===== src/rtl/timer_event_ctrl.sv =====
// Tick-threshold event controller: counts timer ticks against a latched threshold
// and raises a level interrupt in one-shot or periodic mode, tracking missed events.
module timer_event_ctrl #(
    parameter int CNT_WIDTH  = 16,
    parameter int MISS_WIDTH = 8
) (
    input  logic                  clk_i,
    input  logic                  rst_n_i,
    input  logic                  tick_i,
    input  logic                  cfg_en_i,
    input  logic                  cfg_mode_i,
    input  logic [CNT_WIDTH-1:0]  cfg_thresh_i,
    input  logic                  start_i,
    input  logic                  irq_ack_i,
    input  logic                  miss_clr_i,
    output logic                  irq_o,
    output logic                  busy_o,
    output logic [CNT_WIDTH-1:0]  cnt_o,
    output logic [MISS_WIDTH-1:0] miss_o
);

    typedef enum logic [1:0] {
        ST_IDLE = 2'd0,
        ST_RUN  = 2'd1,
        ST_DONE = 2'd2
    } state_t;

    localparam logic [CNT_WIDTH-1:0]  CNT_ZERO = {CNT_WIDTH{1'b0}};
    localparam logic [CNT_WIDTH-1:0]  CNT_ONE  = {{(CNT_WIDTH-1){1'b0}}, 1'b1};
    localparam logic [MISS_WIDTH-1:0] MISS_MAX = {MISS_WIDTH{1'b1}};
    localparam logic [MISS_WIDTH-1:0] MISS_ONE = {{(MISS_WIDTH-1){1'b0}}, 1'b1};

    state_t                  state_r, state_s;
    logic [CNT_WIDTH-1:0]    cnt_r, cnt_s;
    logic [CNT_WIDTH-1:0]    thr_r, thr_s;
    logic [CNT_WIDTH-1:0]    last_s;
    logic                    irq_r, irq_s;
    logic                    busy_r;
    logic [MISS_WIDTH-1:0]   miss_r, miss_s;
    logic                    event_s;
    logic                    miss_inc_s;

    // Next-state, counter and threshold-latch decode
    always_comb begin
        state_s = state_r;
        cnt_s   = cnt_r;
        thr_s   = thr_r;
        event_s = 1'b0;
        // Threshold 0 behaves as a period of 1, so the last count index is 0
        if (thr_r == CNT_ZERO) begin
            last_s = CNT_ZERO;
        end else begin
            last_s = thr_r - CNT_ONE;
        end
        case (state_r)
            ST_IDLE: begin
                if (start_i && cfg_en_i) begin
                    state_s = ST_RUN;
                    cnt_s   = CNT_ZERO;
                    thr_s   = cfg_thresh_i;
                end else begin
                    state_s = ST_IDLE;
                end
            end
            ST_RUN: begin
                if (!cfg_en_i) begin
                    state_s = ST_IDLE;
                    cnt_s   = CNT_ZERO;
                end else if (start_i) begin
                    cnt_s = CNT_ZERO;
                    thr_s = cfg_thresh_i;
                end else if (tick_i) begin
                    if (cnt_r == last_s) begin
                        event_s = 1'b1;
                        cnt_s   = CNT_ZERO;
                        if (!cfg_mode_i) begin
                            state_s = ST_DONE;
                        end else begin
                            state_s = ST_RUN;
                        end
                    end else begin
                        cnt_s = cnt_r + CNT_ONE;
                    end
                end else begin
                    cnt_s = cnt_r;
                end
            end
            ST_DONE: begin
                if (!cfg_en_i) begin
                    state_s = ST_IDLE;
                    cnt_s   = CNT_ZERO;
                end else if (start_i) begin
                    state_s = ST_RUN;
                    cnt_s   = CNT_ZERO;
                    thr_s   = cfg_thresh_i;
                end else begin
                    cnt_s = CNT_ZERO;
                end
            end
            default: begin
                state_s = ST_IDLE;
                cnt_s   = CNT_ZERO;
            end
        endcase
    end

    // Interrupt pending flag and saturating missed-event counter
    always_comb begin
        irq_s      = irq_r;
        miss_s     = miss_r;
        // An ack arriving with a new event consumes the old one, so no miss
        miss_inc_s = event_s && irq_r && !irq_ack_i;
        if (event_s) begin
            irq_s = 1'b1;
        end else if (irq_ack_i) begin
            irq_s = 1'b0;
        end else begin
            irq_s = irq_r;
        end
        if (miss_clr_i) begin
            miss_s = miss_inc_s ? MISS_ONE : {MISS_WIDTH{1'b0}};
        end else if (miss_inc_s && (miss_r != MISS_MAX)) begin
            miss_s = miss_r + MISS_ONE;
        end else begin
            miss_s = miss_r;
        end
    end

    // State and output registers
    always_ff @(posedge clk_i or negedge rst_n_i) begin
        if (!rst_n_i) begin
            state_r <= ST_IDLE;
            cnt_r   <= CNT_ZERO;
            thr_r   <= CNT_ZERO;
            irq_r   <= 1'b0;
            busy_r  <= 1'b0;
            miss_r  <= {MISS_WIDTH{1'b0}};
        end else begin
            state_r <= state_s;
            cnt_r   <= cnt_s;
            thr_r   <= thr_s;
            irq_r   <= irq_s;
            busy_r  <= (state_s == ST_RUN);
            miss_r  <= miss_s;
        end
    end

    assign irq_o  = irq_r;
    assign busy_o = busy_r;
    assign cnt_o  = cnt_r;
    assign miss_o = miss_r;

endmodule


===== config.mk =====
export PLATFORM = sky130hd
export DESIGN_NAME = timer_event_ctrl
export DESIGN_NICKNAME = d
export VERILOG_FILES = /design/src/rtl/timer_event_ctrl.sv
export SDC_FILE = /design/constraint.sdc
export NUM_CORES = 1
export LEC_CHECK = 0
export ABC_AREA = 1
export BUFFER_PORTS_ARGS = -buffer_cell sky130_fd_sc_hd__buf_4
export CORE_MARGIN = 2
export CORE_UTILIZATION = 40
export DETAILED_ROUTE_END_ITERATION = 10
export SETUP_SLACK_MARGIN = 0.2
export SYNTH_ARGS = -nofsm -noshare
export SYNTH_HDL_FRONTEND = slang
export SYNTH_SLANG_ARGS = --single-unit

===== constraint.sdc =====
create_clock -name clk_i -period 5.1 [get_ports clk_i]
set_clock_uncertainty 0.15 [all_clocks]
set_input_delay 0 -clock clk_i [delete_from_list [all_inputs] [get_ports clk_i]]
set_output_delay 0 -clock clk_i [all_outputs]
set_load 0.005 [all_outputs]

==> results of run 1 <==
-- worst max-delay path: stages, from the launching register on --
cell and delay [ns]:
dfrtp_1 0.33, clkinv_1 0.20, ha_1 0.35, nand2_2 0.14, nor2_1 0.07, nand2_2 0.38, nand3_1 0.14, nand2_1 0.11
o21ai_0 0.12, nor2_1 0.11, nand3_1 0.09, nor2_1 0.17, nand4_1 0.16, nand2_1 0.09, dlygate4sd3_1 0.54
-- power groups by stage --
stage / clock network (µW) / logic, µW / registers, µW
finish: 202 / 222 / 402
global route: 223 / 255 / 407
CTS: 214 / 223 / 403
detailed placement: 0 / 209 / 409
global placement: 0 / 205 / 410
floorplan: 0 / 146 / 402
-- metrics by stage --
stage / hold slack [ns] / util, %
after floorplan: -0.446 / -
after global placement: -0.102 / 46.5
after detailed placement: -0.100 / 46.5
after CTS: 0.116 / 50.5
after global routing: 0.160 / 50.5
final: 0.0955 / 50.5
-- state kept, by name, indices dropped and copies added (netlist names) --
register / count
irq_o: 1
cnt_o: 16
busy_o: 1
state_r: 2
thr_r: 16
miss_o: 8
-- cell type report --
type,instances,area (µm²),area share [%]
multi-input cells,342,1740,44.9
clock buffers,5,68.8,1.78
flip-flops and latches,44,1100,28.5
inverters,59,221,5.73
repair buffers,73,608,15.7
well taps,102,128,3.30
-- path summary, 6_finish.rpt --
| path | to | depth (start not counted) |
|---|---|---|
| max in group asynchronous | thr_r[14]$_DFFE_PN0P_ | 2 |
| worst max-delay path | irq_o$_DFFE_PN0P_ | 14 |
| worst max register to register | irq_o$_DFFE_PN0P_ | 14 |
| min in group clk_i | thr_r[4]$_DFFE_PN0P_ | 3 |
| worst min-delay path | irq_o$_DFFE_PN0P_ | 2 |
| worst min register to register | thr_r[1]$_DFFE_PN0P_ | 2 |
-- per-layer routing --
metal,GRT usage [%],up-vias,part of all wire [%]
met2,35.3,60,50
met1,23.7,1454,45
met4,6.22,0,1.7
met3,3.53,10,3.0
li1,-,1609,-
met5,0,-,0
-- cell families (layout without fill, tap and decap cells) --
kind of cell,Yosys count,count (layout),synth area share [%]
mux,5,5,1.81
compound gates,42,42,7.61
buf+inv,67,137,8.73
xor+xnor,14,14,3.94
simple gates,274,274,39.7
flops,44,44,35.4
fa+ha+maj,7,7,2.82
-- cells in the final DEF, fill, tap and decap left out, types with 2 or more instances in the layout --
cell	instances
nand4_1	17
buf_4	49
nand3_1	48
dfrtp_1	44
clkinv_1	2
clkbuf_8	5
mux2_2	5
o21ai_0	9
ha_1	7
xor2_1	13
nor2_1	56
nor3_1	6
nand2_1	125
nand2_2	6
a21oi_1	15
nand3_2	2
nor2_4	2
o22ai_1	15
inv_1	57
nor2_2	7
dlygate4sd3_1	24
==> summary.md, run 1 <==
| Metric | Value |
|---|---|
| Share of cells above drive strength 1 | `14.9%` |
| Total CTS buffers | `5` |
| Mapped cell area | `0.00311 mm²` |
| Routed wire per std cell | `12.8 µm` |
| Most used DFF post-synth | `dfrtp_1` |
| IO buf count | `49` |
| Initial antenna violation count | `0` |
| Flop2flop setup slack | `1.88 ns` |
| Final Hold Vio Count | `0` |
| Final period utilization | `63.1%` |
| Leakage | `0.00192 µW` |
| Row count | `32` |
| Yosys warning count | `0` |
| Critical path type | `reg -> reg` |
| Die area | `0.00849 mm²` |
| Nets | `556` |
| Top cells by area, synth | `dfrtp_1, nand2_1, nand3_1` |
| Critical path required time | `5.19 ns` |
| Final ANT Viol Nets | `0` |
| Design area | `0.00386 mm²` |
| WL final | `7970 µm` |
| H-tree Lvls | `2` |
| Crit. End Element | `flop` |
| Vias per inst | `5.01` |
| Initial DRC count | `134` |
| Die Width | `92.2 µm` |
| GRT Total Usage | `19.6%` |
| Slew Limit Fails | `0` |
| Fillers | `779` |
| Syn Area/Cell | `6.86 µm²` |
| Post-synth top area cell | `dfrtp_1` |
| Final WS setup | `1.88 ns` |
| RSZ-0062 raised after global routing | `no` |
| Peak supply drop | `0.115 mV` |
| Syn-to-layout area delta | `24.3%` |
| Hold Path Class | `in -> async` |
| Peak Freq | `311 MHz` |
| Clock root cell | `clkbuf_8` |
| Crit path DAT | `3.31 ns` |
| CTS tree | `built` |
| Register clock-pin slew on the reported worst setup and hold paths | `0.08 ns` |
| Die Height | `92.2 µm` |
| Max cap viols | `0` |
| # setup viols final | `0` |
| Post-CTS setup buffers | `0` |
| DP Worst Slack | `1.97 ns` |
| Power share of the sequential group | `48.7%` |
| Number of synthesized flops with an enable pin | `0` |
| Sw frac | `33.4%` |
| Final non-filler cell total | `625` |
| Worst slew pin tran | `0.885 ns` |
| Vias in the first global route | `2994` |
| Seq/Total Area, Yosys | `35.4%` |
| CTS resizes | `0` |
| CTS Buffer Depth | `2` |
| Fin crit period | `3.22 ns` |
| Largest net degree at the start of global routing | `45` |
| Routed vias | `3133` |
| Core area | `0.00765 mm²` |
| # placed instances | `596` |
| Total Power | `826 µW` |
| DRT Pass-1 Iters | `4` |
| TritonCTS Sinks | `44` |
| Cell Int Power | `550 µW` |
| NetSw | `276 µW` |
| CP startpoint kind | `flop` |
| Global-route wire length before repair | `13400 µm` |
| Pwr Density | `214 mW/mm²` |
| Asr flop ratio synth | `100%` |
| Post-placement cell area | `0.00355 mm²` |
| Max_slew headroom | `40.9%` |
| Initial Utilization | `40.7%` |
| Skew-Pair Late Insertion Delay | `0.30 ns` |
| I/O pins | `50` |
| Top-count cell post-synth | `nand2_1` |
| Crit-path max FO | `30` |
| Post-synth cell types | `31` |
| Logic gate share of total power | `26.8%` |
| Hold-fix buffers at CTS | `24` |
| Crit Reg-Reg Startpoint | `thr_r[0]$_DFFE_PN0P_` |
| Worst Setup SP | `thr_r[0]$_DFFE_PN0P_` |
| Global route total overflow | `0` |
| Antenna Diode Count | `0` |
| Clk network pwr share | `24.5%` |
| Outcome | `finished clean` |
| Placer's final routability congestion estimate | `0.941` |
| Setup TNS | `0 ns` |
| Post-DP HPWL | `6130 µm` |
| Synth Register Bits | `44` |
| Post-synthesis cell count | `453` |
| Syn nets | `484` |
| Post-synth top area share | `35.4%` |
| Commonest cells post-synth | `nand2_1, inv_1, nor2_1` |
| DRC viols | `0` |
No activity file was read; power rests on OpenSTA's default activity.
==> inputs of run 2 (changes only) <==
--- a/config.mk
+++ b/config.mk
@@ -5,7 +5,7 @@
 export SDC_FILE = /design/constraint.sdc
 export NUM_CORES = 1
 export LEC_CHECK = 0
-export ABC_AREA = 1
+export ABC_AREA = 0
 export BUFFER_PORTS_ARGS = -buffer_cell sky130_fd_sc_hd__buf_4
 export CORE_MARGIN = 2
 export CORE_UTILIZATION = 40
==> constraint.sdc (replaced) <==
create_clock -name clk_i -period 2.8 [get_ports clk_i]
set_clock_uncertainty 0.15 [all_clocks]
set_input_delay 0 -clock clk_i [delete_from_list [all_inputs] [get_ports clk_i]]
set_output_delay 0 -clock clk_i [all_outputs]
set_load 0.005 [all_outputs]
==> run 2 against run 1 <==
Against the previous run: non-clock buffer count increased by 85; register-to-register slack got worse by 2.5 ns; the flow now finishes with violations (setup timing); global-route usage increased by 1.3 points; routed wire length increased by 7.8%; sequential power increased by 79%; cell area increased by 20%; worst hold slack got worse by 0.010 ns; critical path depth decreased by 3; critical endpoint is now miss_o[4]$_DFFE_PN0P_; clock power increased by 140%; maximum frequency decreased by 5.1%; area after synthesis decreased by 5.2%; flip-flop and latch count unchanged.
==> summary.md, run 2 <==
| Metric | Value |
|---|---|
| Crit-path max FO | `5` |
| Routed vias | `3161` |
| Max incr delay on CP | `0.56 ns` |
| Initial DRC count | `138` |
| Worst R2R End | `miss_o[4]$_DFFE_PN0P_` |
| Initial Utilization | `41.1%` |
| Pwr Density | `387 mW/mm²` |
| Initial antenna violation count | `0` |
| H-tree Lvls | `2` |
| Worst slew pin tran | `0.644 ns` |
| Post-synthesis cell count | `333` |
| Syn-to-layout area delta | `57.0%` |
| I/O pins | `50` |
| Placer's final routability congestion estimate | `0.894` |
| Crit-path slowest cell | `or4_4` |
| Max cap viols | `0` |
| Peak Freq | `295 MHz` |
| Outcome | `complete, but fails checks` |
| Worst R2R Path Depth | `11` |
| Number of synthesized flops with an enable pin | `0` |
| Flip-flop and latch area | `0.00110 mm²` |
| Critical path required time | `2.88 ns` |
| Die Width | `89.8 µm` |
| Critical path type | `reg -> reg` |
| Final hold slack | `0.0851 ns` |
| Fin crit period | `3.39 ns` |
| Vias per inst | `5.42` |
| Global route total overflow | `0` |
| Row count | `31` |
| Final WS setup | `-0.589 ns` |
| DRC viols | `0` |
| Hold Path Class | `in -> async` |
| DRT Pass-1 Iters | `4` |
| TritonCTS Sinks | `44` |
| Area of the multi-input gates | `0.00191 mm²` |
| RSZ-0062 raised after global routing | `yes` |
| Post-synth top area share | `37.4%` |
| Crit-path cells | `nor4_4, buf_4, buf_6, nand4_1, xor2_1, o221ai_1, nor2b_1, or4_4, or2_4, or4_1, a21oi_1` |
| CTS Buffer Depth | `2` |
| Post-synthesis mux area share | `6.28%` |
| Post-Synth Simple-Gate Area | `27.4%` |
| Commonest non-fill, non-tap cell in the layout | `buf_4` |
| Synth Register Bits | `44` |
| Commonest cells post-synth | `dfrtp_1, nand2_1, nor2_1` |
| Crit path to | `miss_o[4]$_DFFE_PN0P_` |
| Skew-Pair Late Insertion Delay | `0.30 ns` |
| WL final | `8590 µm` |
| Main combinational cell family by area after synthesis | `simple AND/OR/NAND/NOR gates` |
| Crit. End Element | `flop` |
| IO buf count | `49` |
| XOR/XNOR Fraction of Synth Area | `2.67%` |
| Fillers | `613` |
| Nets | `514` |
| Asr flop ratio synth | `100%` |
| Post-placement cell area | `0.00388 mm²` |
| Share of cells above drive strength 1 | `39.9%` |
| Post-synthesis compound-gate area fraction | `19.2%` |
| Clock root cell | `clkbuf_8` |
| Largest net degree at the start of global routing | `45` |
| Slew Limit Fails | `0` |
| Routed wire per std cell | `14.7 µm` |
| Flop2flop setup slack | `-0.59 ns` |
| Post-DP HPWL | `5870 µm` |
| CP startpoint kind | `flop` |
| Total CTS buffers | `5` |
| Syn nets | `364` |
| Total Power | `1790 µW` |
| CTS tree | `built` |
| Core area | `0.00718 mm²` |
| Final ANT Viol Nets | `0` |
| Mapped cell area | `0.00295 mm²` |
| Crit Reg-Reg Startpoint | `thr_r[5]$_DFFE_PN0P_` |
| Setup TNS | `-13.76 ns` |
| Final Hold Vio Count | `0` |
| Post-synth top area cell | `dfrtp_1` |
| Crit path DAT | `3.47 ns` |
| Max_slew headroom | `56.8%` |
| Leakage | `0.00214 µW` |
| # setup viols final | `28` |
| Yosys warning count | `0` |
| Post-synth cell types | `59` |
| Syn Area/Cell | `8.85 µm²` |
| Vias in the first global route | `2929` |
| Peak supply drop | `0.215 mV` |
| Top cells by area, synth | `dfrtp_1, mux2_2, nand2_1` |
| Antenna Diode Count | `0` |
| GRT Total Usage | `20.9%` |
| Most frequent cells in the layout | `buf_4, dfrtp_1, nand2_1, dlygate4sd3_1, nor2_1` |
| Register clock-pin slew on the reported worst setup and hold paths | `0.09 ns` |
| Top-count cell post-synth | `dfrtp_1` |
| Die area | `0.00807 mm²` |
| Final period utilization | `121%` |
| Die Height | `89.8 µm` |
| Adder-Cell Fraction of Synth Area | `2.97%` |
| Worst Setup SP | `thr_r[5]$_DFFE_PN0P_` |
| Global-route wire length before repair | `14100 µm` |
| Design area | `0.00463 mm²` |
| Most used DFF post-synth | `dfrtp_1` |
| Violated checks | `setup timing` |
| Seq/Total Area, Yosys | `37.4%` |
## run 2: changes by cell type after synthesis, moves of 9 or more
cell	before	now
nand3_1	48	15
nand4_1	17	5
o21ai_0	9	18
a21o_1	0	10
inv_1	57	13
and3_1	0	10
nand2_1	125	28
nor2_1	56	22
o22ai_1	15	0
## run 2: worst min path at each step
| stage | start | end | slack, ns | depth (start not counted) |
|---|---|---|---|---|
| 2_1_floorplan | rst_n_i | busy_o$_DFF_PN0_ | -0.45 | 0 |
| 3_3_place_gp | rst_n_i | miss_o[5]$_DFFE_PN0P_ | -0.11 | 1 |
| 3_5_place_dp | rst_n_i | miss_o[5]$_DFFE_PN0P_ | -0.10 | 1 |
| 4_1_cts | rst_n_i | miss_o[5]$_DFFE_PN0P_ | 0.11 | 2 |
| 5_1_grt | rst_n_i | miss_o[5]$_DFFE_PN0P_ | 0.14 | 2 |
| 6_report | rst_n_i | miss_o[5]$_DFFE_PN0P_ | 0.09 | 2 |
## run 2: stage by stage
step	utilization (%)	cells	worst slack, ns
2_1_floorplan	-	333	-0.674
3_3_place_gp	54.1	532	-0.637
3_5_place_dp	54.1	532	-0.664
4_1_cts	62.3	574	-0.507
5_1_grt	64.5	583	-0.681
6_report	64.5	583	-0.589
## run 2: power breakdown
group	switching, µW	internal, µW
combinational	254	327
sequential	43.8	676
clock	224	265
total	521	1270
## run 2: worst max-delay path, delay by kind of cell, from the launching register on
family / cells / cell delay (ns)
AOI/OAI and AO/OA: 2 / 0.27
xor gates and xnor gates: 1 / 0.26
buffers and inverters: 2 / 0.28
DFF: 1 / 0.45
and+or+nand+nor: 6 / 1.92
## run 2: cell families after synthesis
kind of cell	count (synthesis)
AND/OR/NAND/NOR	143
AO/OA/AOI/OAI	85
flip-flops	44
buffers and inverters	28
multiplexers	17
XOR/XNOR	9
adder cells (fa/ha/maj)	7
## run 2: area by class of cell
| type | instances | area share [%] |
|---|---|---|
| multi-input cells | 261 | 41.3 |
| repair buffers | 158 | 28.8 |
| flip-flops and latches | 44 | 23.8 |
| well taps | 99 | 2.68 |
| clock buffers | 6 | 1.57 |
| inverters | 13 | 1.05 |
| clock inverters | 2 | 0.757 |
## run 2: metal layers
metal	wire (µm)	track usage (%)	vias to the layer above
li1	-	-	1537
met1	3920	28.2	1525
met2	4280	35.9	87
met3	306	2.68	12
met4	89	5.13	0
met5	0	0	-
## run 2: repair_timing
action,4_1_cts,5_1_grt
gates resized for setup,28,21
gates cloned,2,0
pin swaps,18,8
setup endpoints to repair,28,28
buffers inserted,9,9
hold endpoints to repair,71,0
hold buffers,23,0
